## config.mk

```make
export PLATFORM = sky130hd
export DESIGN_NAME = secuenciador_pila
export DESIGN_NICKNAME = d
export VERILOG_FILES = /design/src/rtl/secuenciador_pkg.sv /design/src/rtl/pila_lifo.sv /design/src/rtl/secuenciador_pila.sv
export SDC_FILE = /design/constraint.sdc
export NUM_CORES = 1
export LEC_CHECK = 0
export CAP_MARGIN = 20
export CORE_ASPECT_RATIO = 0.5
export CORE_MARGIN = 2
export CORE_UTILIZATION = 30
export CTS_CLUSTER_DIAMETER = 80
export DETAILED_ROUTE_END_ITERATION = 7
export PLACE_DENSITY_LB_ADDON = 0.12
export SLEW_MARGIN = 10
export SYNTH_ARGS = -nofsm -noshare
export SYNTH_HDL_FRONTEND = slang
export SYNTH_SLANG_ARGS = --single-unit
export TNS_END_PERCENT = 20
```

## constraint.sdc

```tcl
create_clock -name reloj -period 1.65 [get_ports reloj]
set_input_delay 0.33 -clock reloj [delete_from_list [all_inputs] [get_ports reloj]]
set_output_delay 0.33 -clock reloj [all_outputs]
set_load 0.02 [all_outputs]
```

## src/rtl/secuenciador_pkg.sv

```systemverilog
// rtl/secuenciador_pkg.sv - opcode encoding shared by the microprogram sequencer
package secuenciador_pkg;

  typedef enum logic [2:0] {
    OP_CONT  = 3'b000,
    OP_SALTO = 3'b001,
    OP_MAPA  = 3'b010,
    OP_VECT  = 3'b011,
    OP_LLAMA = 3'b100,
    OP_RET   = 3'b101,
    OP_CARGA = 3'b110,
    OP_CICLO = 3'b111
  } opcode_e;

endpackage

```

## src/rtl/pila_lifo.sv

```systemverilog
// rtl/pila_lifo.sv - return-address LIFO; pointer counts held entries, contents unreset
module pila_lifo #(
  parameter int ANCHO = 4,
  parameter int PROF  = 4
) (
  input  logic             reloj,
  input  logic             reset,
  input  logic             push,
  input  logic             pop,
  input  logic [ANCHO-1:0] dato,
  output logic [ANCHO-1:0] tope,
  output logic             llena,
  output logic             vacia
);

  localparam int PW = $clog2(PROF + 1);
  localparam int IW = $clog2(PROF);

  logic [PW-1:0]    ptr_q, ptr_d;
  logic [ANCHO-1:0] mem_q [PROF];

  assign llena = (ptr_q == PW'(PROF));
  assign vacia = (ptr_q == '0);
  assign tope  = mem_q[IW'(ptr_q - PW'(1))];

  always_comb begin
    ptr_d = ptr_q;
    if (push && !llena) begin
      ptr_d = ptr_q + PW'(1);
    end else if (pop && !vacia) begin
      ptr_d = ptr_q - PW'(1);
    end
  end

  always_ff @(posedge reloj) begin
    if (reset) begin
      ptr_q <= '0;
    end else begin
      ptr_q <= ptr_d;
    end
  end

  always_ff @(posedge reloj) begin
    if (push && !llena) begin
      mem_q[IW'(ptr_q)] <= dato;
    end
  end

endmodule

```

## src/rtl/secuenciador_pila.sv

```systemverilog
// rtl/secuenciador_pila.sv - microprogram sequencer with call stack; SECUENCIADOR_CONTADOR_EN adds loop counter
module secuenciador_pila
  import secuenciador_pkg::*;
#(
  parameter int ANCHO = 4,
  parameter int PROF  = 4
) (
  input  logic             reloj,
  input  logic             reset,
  input  logic             cc,
  input  logic [2:0]       microinstruccion,
  input  logic [ANCHO-1:0] liga,
  input  logic [ANCHO-1:0] vect,
  input  logic [ANCHO-1:0] vmap,
  output logic             pl,
  output logic             map_hab,
  output logic             vect_hab,
  output logic [ANCHO-1:0] estado_presente,
  output logic             pila_llena,
  output logic             pila_vacia,
  output logic             error_pila
);

  logic [ANCHO-1:0] estado_q, estado_d;
  logic             pl_q, pl_d, map_hab_q, map_hab_d, vect_hab_q, vect_hab_d;
  logic             error_q, error_d;
  logic             push, pop;
  logic [ANCHO-1:0] sig, tope;
  logic             cond;
`ifdef SECUENCIADOR_CONTADOR_EN
  logic [ANCHO-1:0] contador_q, contador_d;
`endif

  assign sig  = estado_q + ANCHO'(1);
  assign cond = ~cc;

  pila_lifo #(.ANCHO(ANCHO), .PROF(PROF)) u_pila (
    .reloj (reloj),
    .reset (reset),
    .push  (push),
    .pop   (pop),
    .dato  (sig),
    .tope  (tope),
    .llena (pila_llena),
    .vacia (pila_vacia)
  );

  // Every branch that is not taken falls back to continue via the defaults.
  always_comb begin
    estado_d   = sig;
    pl_d       = 1'b1;
    map_hab_d  = 1'b1;
    vect_hab_d = 1'b1;
    error_d    = error_q;
    push       = 1'b0;
    pop        = 1'b0;
`ifdef SECUENCIADOR_CONTADOR_EN
    contador_d = contador_q;
`endif
    case (opcode_e'(microinstruccion))
      OP_SALTO: if (cond) begin
        estado_d = liga;
        pl_d     = 1'b0;
      end
      OP_MAPA: begin
        estado_d  = vmap;
        map_hab_d = 1'b0;
      end
      OP_VECT: if (cond) begin
        estado_d   = vect;
        vect_hab_d = 1'b0;
      end
      OP_LLAMA: if (cond) begin
        if (pila_llena) begin
          error_d = 1'b1;
        end else begin
          push     = 1'b1;
          estado_d = liga;
          pl_d     = 1'b0;
        end
      end
      OP_RET: begin
        if (pila_vacia) begin
          error_d = 1'b1;
        end else begin
          pop      = 1'b1;
          estado_d = tope;
        end
      end
`ifdef SECUENCIADOR_CONTADOR_EN
      OP_CARGA: contador_d = liga;
      OP_CICLO: if (contador_q != '0) begin
        contador_d = contador_q - ANCHO'(1);
        estado_d   = liga;
        pl_d       = 1'b0;
      end
`endif
      default: ;
    endcase
  end

  always_ff @(posedge reloj) begin
    if (reset) begin
      estado_q   <= '0;
      pl_q       <= 1'b1;
      map_hab_q  <= 1'b1;
      vect_hab_q <= 1'b1;
      error_q    <= 1'b0;
    end else begin
      estado_q   <= estado_d;
      pl_q       <= pl_d;
      map_hab_q  <= map_hab_d;
      vect_hab_q <= vect_hab_d;
      error_q    <= error_d;
    end
  end

`ifdef SECUENCIADOR_CONTADOR_EN
  always_ff @(posedge reloj) begin
    if (reset) begin
      contador_q <= '0;
    end else begin
      contador_q <= contador_d;
    end
  end
`endif

  assign estado_presente = estado_q;
  assign pl              = pl_q;
  assign map_hab         = map_hab_q;
  assign vect_hab        = vect_hab_q;
  assign error_pila      = error_q;

endmodule

```

Word-level counts from Yosys, hierarchy flattened --
Memory sizes are Yosys's and may differ from the RTL's. Index checks and enable logic that the tools add are counted.
Cells by class: add/sub/neg operators 3, equality and inequality tests 9, muxes and demuxes 24, bitwise operators 1, reductions and logical operators 9
Operator list (count):
- $mux W4 | 5
- $pmux W4 S5 | 1
- $mux W1 | 14
- $eq A3 B3 Y1 const B | 3
- $eq A3 B2 Y1 const B | 2
- $mux W3 | 2
- $add A4 B1 Y4 const B | 1
- $ne A2 B1 Y1 const B | 2
- $pmux W1 S2 | 2
- $reduce_and A4 Y1 | 1
- $reduce_bool A2 Y1 | 2
- $add A3 B1 Y3 const B | 1
- $eq A3 B1 Y1 const B | 1
- $logic_not A3 Y1 | 1
- $sub A3 B1 Y3 const B | 1
- $logic_and A1 B1 Y1 | 2
- $logic_not A1 Y1 | 2
- $ne A2 B2 Y1 const B | 1
- $reduce_or A2 Y1 | 1
- $not A1 Y1 | 1
Storage, ports and cells: register bits after elaboration 11, RAM bits 16, bits of input ports 18, output and inout port bits 10, word-level logic and storage cells 53, memories 1
Memory list:
- u_pila.mem_q | words 4, bits a word 4, read ports 1, clocked after Yosys merged registers in 0, write ports 1, line pila_lifo.sv:20 | logic [ANCHO-1:0] mem_q [PROF];

Depth between registers and ports, before layout --
Gate-level depths: netlist of run 1.
depth in word-level cells 7, gate-level depth with buffers 8, mapped depth without buffers 6

By module --
Synthesis of run 1 repeated with hierarchy kept, for this count alone.
Unflattened totals: cells, all modules 127, area total of the unflattened synthesis 1477.7 sq um
Modules (own cells, without submodules):
- pila_lifo | times used 1, cells each 54, area an instance 872.1 sq um, sequential area each 540.5 sq um
- secuenciador_pila | times used 1, cells each 73, area an instance 605.6 sq um, sequential area each 160.2 sq um

Worst setup path before layout of run 1 --
Ideal clock, no wire load.
path type reg-to-reg, start register u_pila.ptr_q[0], end memory u_pila.mem_q[0][0], enable pin, setup time 0.309 ns, arrival time 1.491 ns, data required time 1.341 ns, path slack -0.150 ns, stages on the path, launching flop included 8, path buffers 2, clock period less this slack 1.800 ns, cell sequence dfxtp_1 buf_6 inv_1 ha_1 a21boi_4 and3_4 buf_6 and2_1
On the way: longest elaborated chain between the ends 7, elaborated cells on any way between the ends 8, those cells by class eq/ne (1); mux (5); reduce/logical (2)
RTL lines:
- from (decl) | line pila_lifo.sv:19 | logic [PW-1:0] ptr_q, ptr_d;
- from (signal assigned) | line pila_lifo.sv:39 | ptr_q <= ptr_d;
- $eq A3 B3 Y1 | line pila_lifo.sv:22 | assign llena = (ptr_q == PW'(PROF));
- $mux W1 | line secuenciador_pila.sv:74 | if (pila_llena) begin
- $mux W1 | line secuenciador_pila.sv:73 | OP_LLAMA: if (cond) begin
- $mux W1 | line secuenciador_pila.sv:60 | case (opcode_e'(microinstruccion))
- $logic_and A1 B1 Y1 | line pila_lifo.sv:44 | if (push && !llena) begin
- $mux W1 | line pila_lifo.sv:44
- $mux W1 (implied by the code) | line pila_lifo.sv:45 | mem_q[IW'(ptr_q)] <= dato;
- to (decl) | line pila_lifo.sv:20
Parallel ways exist; a longest one is shown, timed or not.

Final worst setup path of run 1 --
start register estado_q[2], in the netlist estado_presente[2], end output port estado_presente[2]
RTL lines:
- from (decl) | line secuenciador_pila.sv:24 | logic [ANCHO-1:0] estado_q, estado_d;
- from (signal assigned) | line secuenciador_pila.sv:110 | estado_q <= estado_d;
- to (decl) | line secuenciador_pila.sv:18 | output logic [ANCHO-1:0] estado_presente,
No word-level cell between the ends.

==> results.ini, run 1 <==
[cells_and_area]
fillers=456
drive_above_1_share_pct=30.9
multi_input_area_sq_um=694
nets=200
regArea_sq_um=703
area_growth_pct=41.8
final_util_pct=45.3
n_antenna_cell=0
fin_area_sq_um=2040

[power_and_ir_drop]
p_comb_share_pct=21.3
intPower_uw=1070
p_sw_uw=373
p_clk_share_pct=26.8
switching_share_pct=25.8
power_density_nw_per_um2=709
p_leak_uw=0.000785
seq_power_share_pct=52.0
total_power_uw=1450
peakVddDrop_mv=0.242

[yosys]
yosys.area.top_type=edfxtp_1
ys_ff_latch=27
synth_top_area_share_pct=33.3
syn-num-nets=150
synth_most_common_cell=edfxtp_1
synth-async-reset-ratio_pct=0
syn_inst=126
synthFlopType=edfxtp_1
synth_area_sq_um=1440
synth_edf_count=16
synth.area.top_cells=edfxtp_1, dfxtp_1, mux4_2
avgSynthCellArea_sq_um=11.4
seq_area_frac_synth_pct=48.6
synthTopCellsByCount=edfxtp_1, dfxtp_1, inv_1, nand2_1
ys_types=43
ys_warn_count=0

[floorplanning]
dieArea_sq_um=5410
start_util_pct=32.0
rows=17
die_h_um=53.0
core_area_sq_um=4510
fp.dieW_um=102
ios=28

[cts]
cts_buffers=3
clk_latency_ps=280
cts.sinks=27
holdBufCountCts=0
cts.path.max_buffers=2
cts_root_buf=clkbuf_8
clkTransAtPathRegs_ps=100
cts_tree=done
htree_num_levels=1

[hold_path]
hold_class=flop to flop

[critical_path]
cp.required_ps=1320
rrSetupSlack_ps=120
critPathTopFamily=buffers and inverters
path_max_fanout=3
worst_path_max_delay_cell=clkdlybuf4s50_1
critPathMaxStageDelay_ps=630
endpoint_kind=primary output
worst_setup_path_start_kind=flop
critPathBufInv=1
arrival_ps=1280
crit_chain=clkdlybuf4s50_1
path_class=flop to primary output

[global_route]
grt_pass1_vias=1065
antenna_found_initial=0
grt_max_degree=17
grt_usage_pct=13.6
grt_pass1_wl_um=5340
overflow=0

[sta]
max_freq_mhz=621
tns_ps=0
max-slew-margin-rel_pct=70.3
finalHoldViolCount=0
rsz0062_at_grt=true
fin_hold_ws_ps=482
finalCritPeriodShare_pct=97.6
tightestPinTransition_ps=442
finClkSkew_ps=9.65
maxSlewViolCount=0
setup_viol=0
fin_crit_ps=1610

[outcome]
status=completed

[drt]
wl_per_cell_um=13.9
drc_errors=0
final_antenna_net_count=0
via_count=1122
drtPass1Iterations=4
vias_per_cell=4.66
wirelength_um=3350
drtIter0Drc=39

[placed_design]
hpwlAfterDp_um=2760
placed_area_sq_um=1960
port-buffer-count=27
gp_congestion=0.800

[job]
max-cap-violations=0

==> layer usage <==
layer  GRT usage (%)  part of all wire, %
met1            19.2                   50
met5               0                    0
met4            4.00                 0.87
met3            2.77                  5.1
met2            21.2                   44
==> metrics by stage <==
| step | cells | setup WS [ps] |
|---|---|---|
| after global routing | 241 | -13.4 |
| after global placement | 236 | -197 |
| after CTS | 240 | 18.1 |
| after detailed placement | 236 | -216 |
| final | 241 | 38.9 |
| after floorplan | 126 | 4.99 |
==> layout by cell type, fill, tap and decap left out, drive strengths merged, types with 2 or more instances in the layout <==
| cell | netlist | layout |
|---|---|---|
| a21boi | 2 | 2 |
| a21oi | 5 | 5 |
| a22oi | 2 | 2 |
| a311oi | 2 | 2 |
| a31oi | 4 | 4 |
| and2 | 5 | 5 |
| and3 | 3 | 3 |
| buf | 7 | 26 |
| clkbuf | 1 | 3 |
| clkdlybuf4s15 | 0 | 2 |
| clkdlybuf4s50 | 0 | 22 |
| dfxtp | 11 | 11 |
| dlymetal6s2s | 0 | 2 |
| edfxtp | 16 | 16 |
| ha | 6 | 6 |
| inv | 8 | 8 |
| mux2i | 2 | 2 |
| mux4 | 4 | 4 |
| nand2 | 8 | 8 |
| nand2b | 3 | 3 |
| nand4 | 2 | 2 |
| nor2 | 3 | 3 |
| nor2b | 2 | 2 |
| nor3 | 6 | 6 |
| o21ai | 5 | 5 |
| o31ai | 3 | 3 |
==> area by class of cell <==
class | count | share of cell area, %
flip-flops and latches | 27 | 34.4
multi-input cells | 83 | 34.0
repair buffers | 53 | 23.7
well taps | 66 | 4.04
clock buffers | 3 | 2.02
inverters | 8 | 1.47
clock inverters | 1 | 0.367
==> timing repair <==
| action | in CTS | in global routing |
|---|---|---|
| gates resized for setup | 7 | 11 |
| setup endpoints to repair | 3 | 8 |
| pin swaps | 0 | 2 |
| setup buffers | 0 | 1 |
==> kinds of logic (layout without fill, tap and decap cells) <==
| kind of cell | Yosys count | count (layout) | share of synthesized area, % |
|---|---|---|---|
| xor+xnor | 2 | 2 | 1.22 |
| mux | 7 | 7 | 8.42 |
| flops | 27 | 27 | 48.6 |
| fa+ha+maj | 6 | 6 | 5.21 |
| buf+inv | 16 | 65 | 6.08 |
| simple gates | 40 | 40 | 16.4 |
| compound gates | 28 | 28 | 14.1 |
==> worst min-delay path: stages (launching register included) <==
cell and delay, ps:
dfxtp_1 340, a31oi_1 50, nor2_1 70
==> registers in the layout, indices dropped and copies added (netlist names) <==
register and cells:
pl 1, vect_hab 1, error_pila 1, u_pila.mem_q 16, map_hab 1, estado_presente 4
u_pila.ptr_q 3
==> power groups by stage <==
stage	clock network [uW]	logic [uW]	registers, uW
finish	388	308	753
global route	437	334	756
CTS	403	302	753
detailed placement	0	304	769
global placement	0	304	769
floorplan	0	138	782
==> worst paths after layout <==
kind | from | endpoint | depth (start not counted)
worst max-delay path | estado_presente[2] | estado_presente[2] | 1
worst min-delay path | error_pila | error_pila | 2
worst min register to register | error_pila | error_pila | 2
worst max register to register | u_pila.ptr_q[0] | estado_presente[3] | 4
Note: power is estimated with default switching activity, not from simulation.
==> inputs of run 2 (changes only) <==
--- a/config.mk
+++ b/config.mk
@@ -6,12 +6,15 @@
 export NUM_CORES = 1
 export LEC_CHECK = 0
 export CAP_MARGIN = 20
+export CELL_PAD_IN_SITES_DETAIL_PLACEMENT = 1
+export CELL_PAD_IN_SITES_GLOBAL_PLACEMENT = 1
 export CORE_ASPECT_RATIO = 0.5
 export CORE_MARGIN = 2
 export CORE_UTILIZATION = 30
-export CTS_CLUSTER_DIAMETER = 80
+export CTS_CLUSTER_DIAMETER = 60
 export DETAILED_ROUTE_END_ITERATION = 7
 export PLACE_DENSITY_LB_ADDON = 0.12
+export REMOVE_ABC_BUFFERS = 1
 export SLEW_MARGIN = 10
 export SYNTH_ARGS = -nofsm -noshare
 export SYNTH_HDL_FRONTEND = slang
==> run 2 against run 1 <==
Against the previous run: register-to-register slack got worse by 90 ps; largest cell class is now multi-input combinational cells; highest routed layer unchanged; final area increased by 6.4%; hold slack got worse by 140 ps; sequential power about the same; total power increased by 4.6%; largest power group unchanged; combinational power increased by 12%; critical path depth increased by 3; flip-flop and latch count unchanged.
==> results.ini, run 2 (synthesis gave the netlist of run 1 again) <==
[critical_path]
cp.required_ps=1830
reg2regPathDepth=4
worst_setup_path_start_kind=flop
path_class=flop to flop
worst_path_max_delay_cell=mux4_2
crit_chain=buf_4, mux4_2, a221oi_2, a31oi_1
arrival_ps=1800
rrSetupSlack_ps=30
reg2reg_from=u_pila.ptr_q[0]
path_max_fanout=8
timing.rr.end=estado_presente[3]
endpoint_kind=flop
critPathMaxStageDelay_ps=560

[cells_and_area]
area_growth_pct=50.8
regArea_sq_um=703
final_cells=256
nets=215
layout_commonest_cell=buf_4
n_antenna_cell=0
drive_above_1_share_pct=37.9
multi_input_area_sq_um=722
fin_area_sq_um=2170
final_cell_mix=buf_4, clkdlybuf4s50_1, edfxtp_1
regMostFlops=u_pila.mem_q
fillers=505
largest_reg_flops=16

[sta]
finalCritPeriodShare_pct=97.9
fin_ws_ps=33.9
fin_crit_ps=1620
setup_viol=0
max-slew-margin-rel_pct=76.2
maxSlewViolCount=0
rsz0062_at_grt=true
finalHoldViolCount=0
max_freq_mhz=619
tightestPinTransition_ps=355
finClkSkew_ps=8.19

[cts]
cts.path.max_buffers=2
cts_buffers=3
clk_latency_ps=290
cts_root_buf=clkbuf_8
cts.sinks=27
clkTransAtPathRegs_ps=110
htree_num_levels=1
holdBufCountCts=0
cts_tree=done

[global_route]
antenna_found_initial=0
grt_pass1_vias=1250
grt_pass1_wl_um=6240
overflow=0
grt_usage_pct=16.0
grt_max_degree=17

[floorplanning]
dieArea_sq_um=5410
core_area_sq_um=4510
ios=28
fp.dieW_um=102
start_util_pct=32.0
die_h_um=53.0
rows=17

[placed_design]
dp_cells=248
gp_congestion=0.792
hpwlAfterDp_um=3200
port-buffer-count=27
placed_area_sq_um=2010
pre_cts_slack_ps=-391

[drt]
drtPass1Iterations=4
final_antenna_net_count=0
drc_errors=0
wl_per_cell_um=15.6
drtIter0Drc=30
via_count=1196
wirelength_um=4000
vias_per_cell=4.67

[hold_path]
hold_class=input pin to flop
holdPathEnd=vect_hab
min_from=microinstruccion[0]
hold_depth=2

[outcome]
status=completed

[power_and_ir_drop]
p_leak_uw=0.000872
peakVddDrop_mv=0.307
power_density_nw_per_um2=697

[job]
max-cap-violations=0

==> run 2: cell count changes in the layout (fill, tap and decap cells not counted), sizes merged <==
| cell | previous run | this run |
|---|---|---|
| buf | 26 | 42 |
| dlygate4sd2 | 1 | 4 |
| dlymetal6s2s | 2 | 4 |
| clkdlybuf4s50 | 22 | 17 |
| clkdlybuf4s15 | 2 | 1 |
==> run 2: cell type report <==
cell class                 instances  area share (%)
sequential                        27            32.4
clock inverter                     1           0.345
tap                               66            3.80
inverter                           8            1.38
timing repair buffer              68            27.0
clock buffer                       3            1.90
multi-input combinational         83            33.2
==> run 2: metrics by stage <==
step	setup TNS (ps)	power, uW	util [%]	hold slack, ps
after global routing	-467	1580	48.2	350
after CTS	0	1520	46.7	511
after detailed placement	-8090	1100	44.7	467
final	0	1520	48.2	345
after floorplan	-2800	891	-	392
after global placement	-7030	1100	44.7	462
==> run 2: worst max path at each step <==
stage,start,endpoint,slack (ps),cells past startpoint
3_3_place_gp,microinstruccion[1],u_pila.mem_q[2][2],-330,4
4_1_cts,u_pila.ptr_q[0],estado_presente[2],2,8
5_1_grt,u_pila.ptr_q[1],estado_presente[1],-40,8
3_5_place_dp,microinstruccion[1],u_pila.mem_q[2][3],-390,4
6_report,u_pila.ptr_q[0],estado_presente[3],30,4
2_1_floorplan,u_pila.ptr_q[0],u_pila.mem_q[0][0],-200,5
==> run 2: power breakdown <==
group / switching [uW] / internal, uW / leakage (uW)
Sequential: 13.4 / 740 / 0.000238
Combinational: 163 / 184 / 0.000613
Clock: 243 / 172 / 0.0000217
==> run 2: critical path, delay by kind of cell (launching register included) <==
| kind | cells | cell delay (ps) |
|---|---|---|
| AO/OA/AOI/OAI | 2 | 410 |
| buffers and inverters | 1 | 180 |
| flip-flops | 1 | 350 |
| multiplexers | 1 | 560 |
==> run 2: routing by layer <==
layer  track usage [%]  share of wire [%]
met2              24.9                 45
met4              4.00                1.0
met5                 0                  0
met1              22.6                 50
met3              3.83                3.9
==> run 2: what timing repair did <==
action                     CTS  global route
pin swaps                    6            12
setup buffers                1             3
gates resized for setup     26            15
setup endpoints to repair   28            23
==> inputs of run 3 (changes only) <==
--- a/config.mk
+++ b/config.mk
@@ -13,6 +13,7 @@
 export CORE_UTILIZATION = 30
 export CTS_CLUSTER_DIAMETER = 60
 export DETAILED_ROUTE_END_ITERATION = 7
+export HOLD_SLACK_MARGIN = 0.15
 export PLACE_DENSITY_LB_ADDON = 0.12
 export REMOVE_ABC_BUFFERS = 1
 export SLEW_MARGIN = 10
==> results of run 3 <==
Final layout, timing and power as in run 2 (identical DEF).
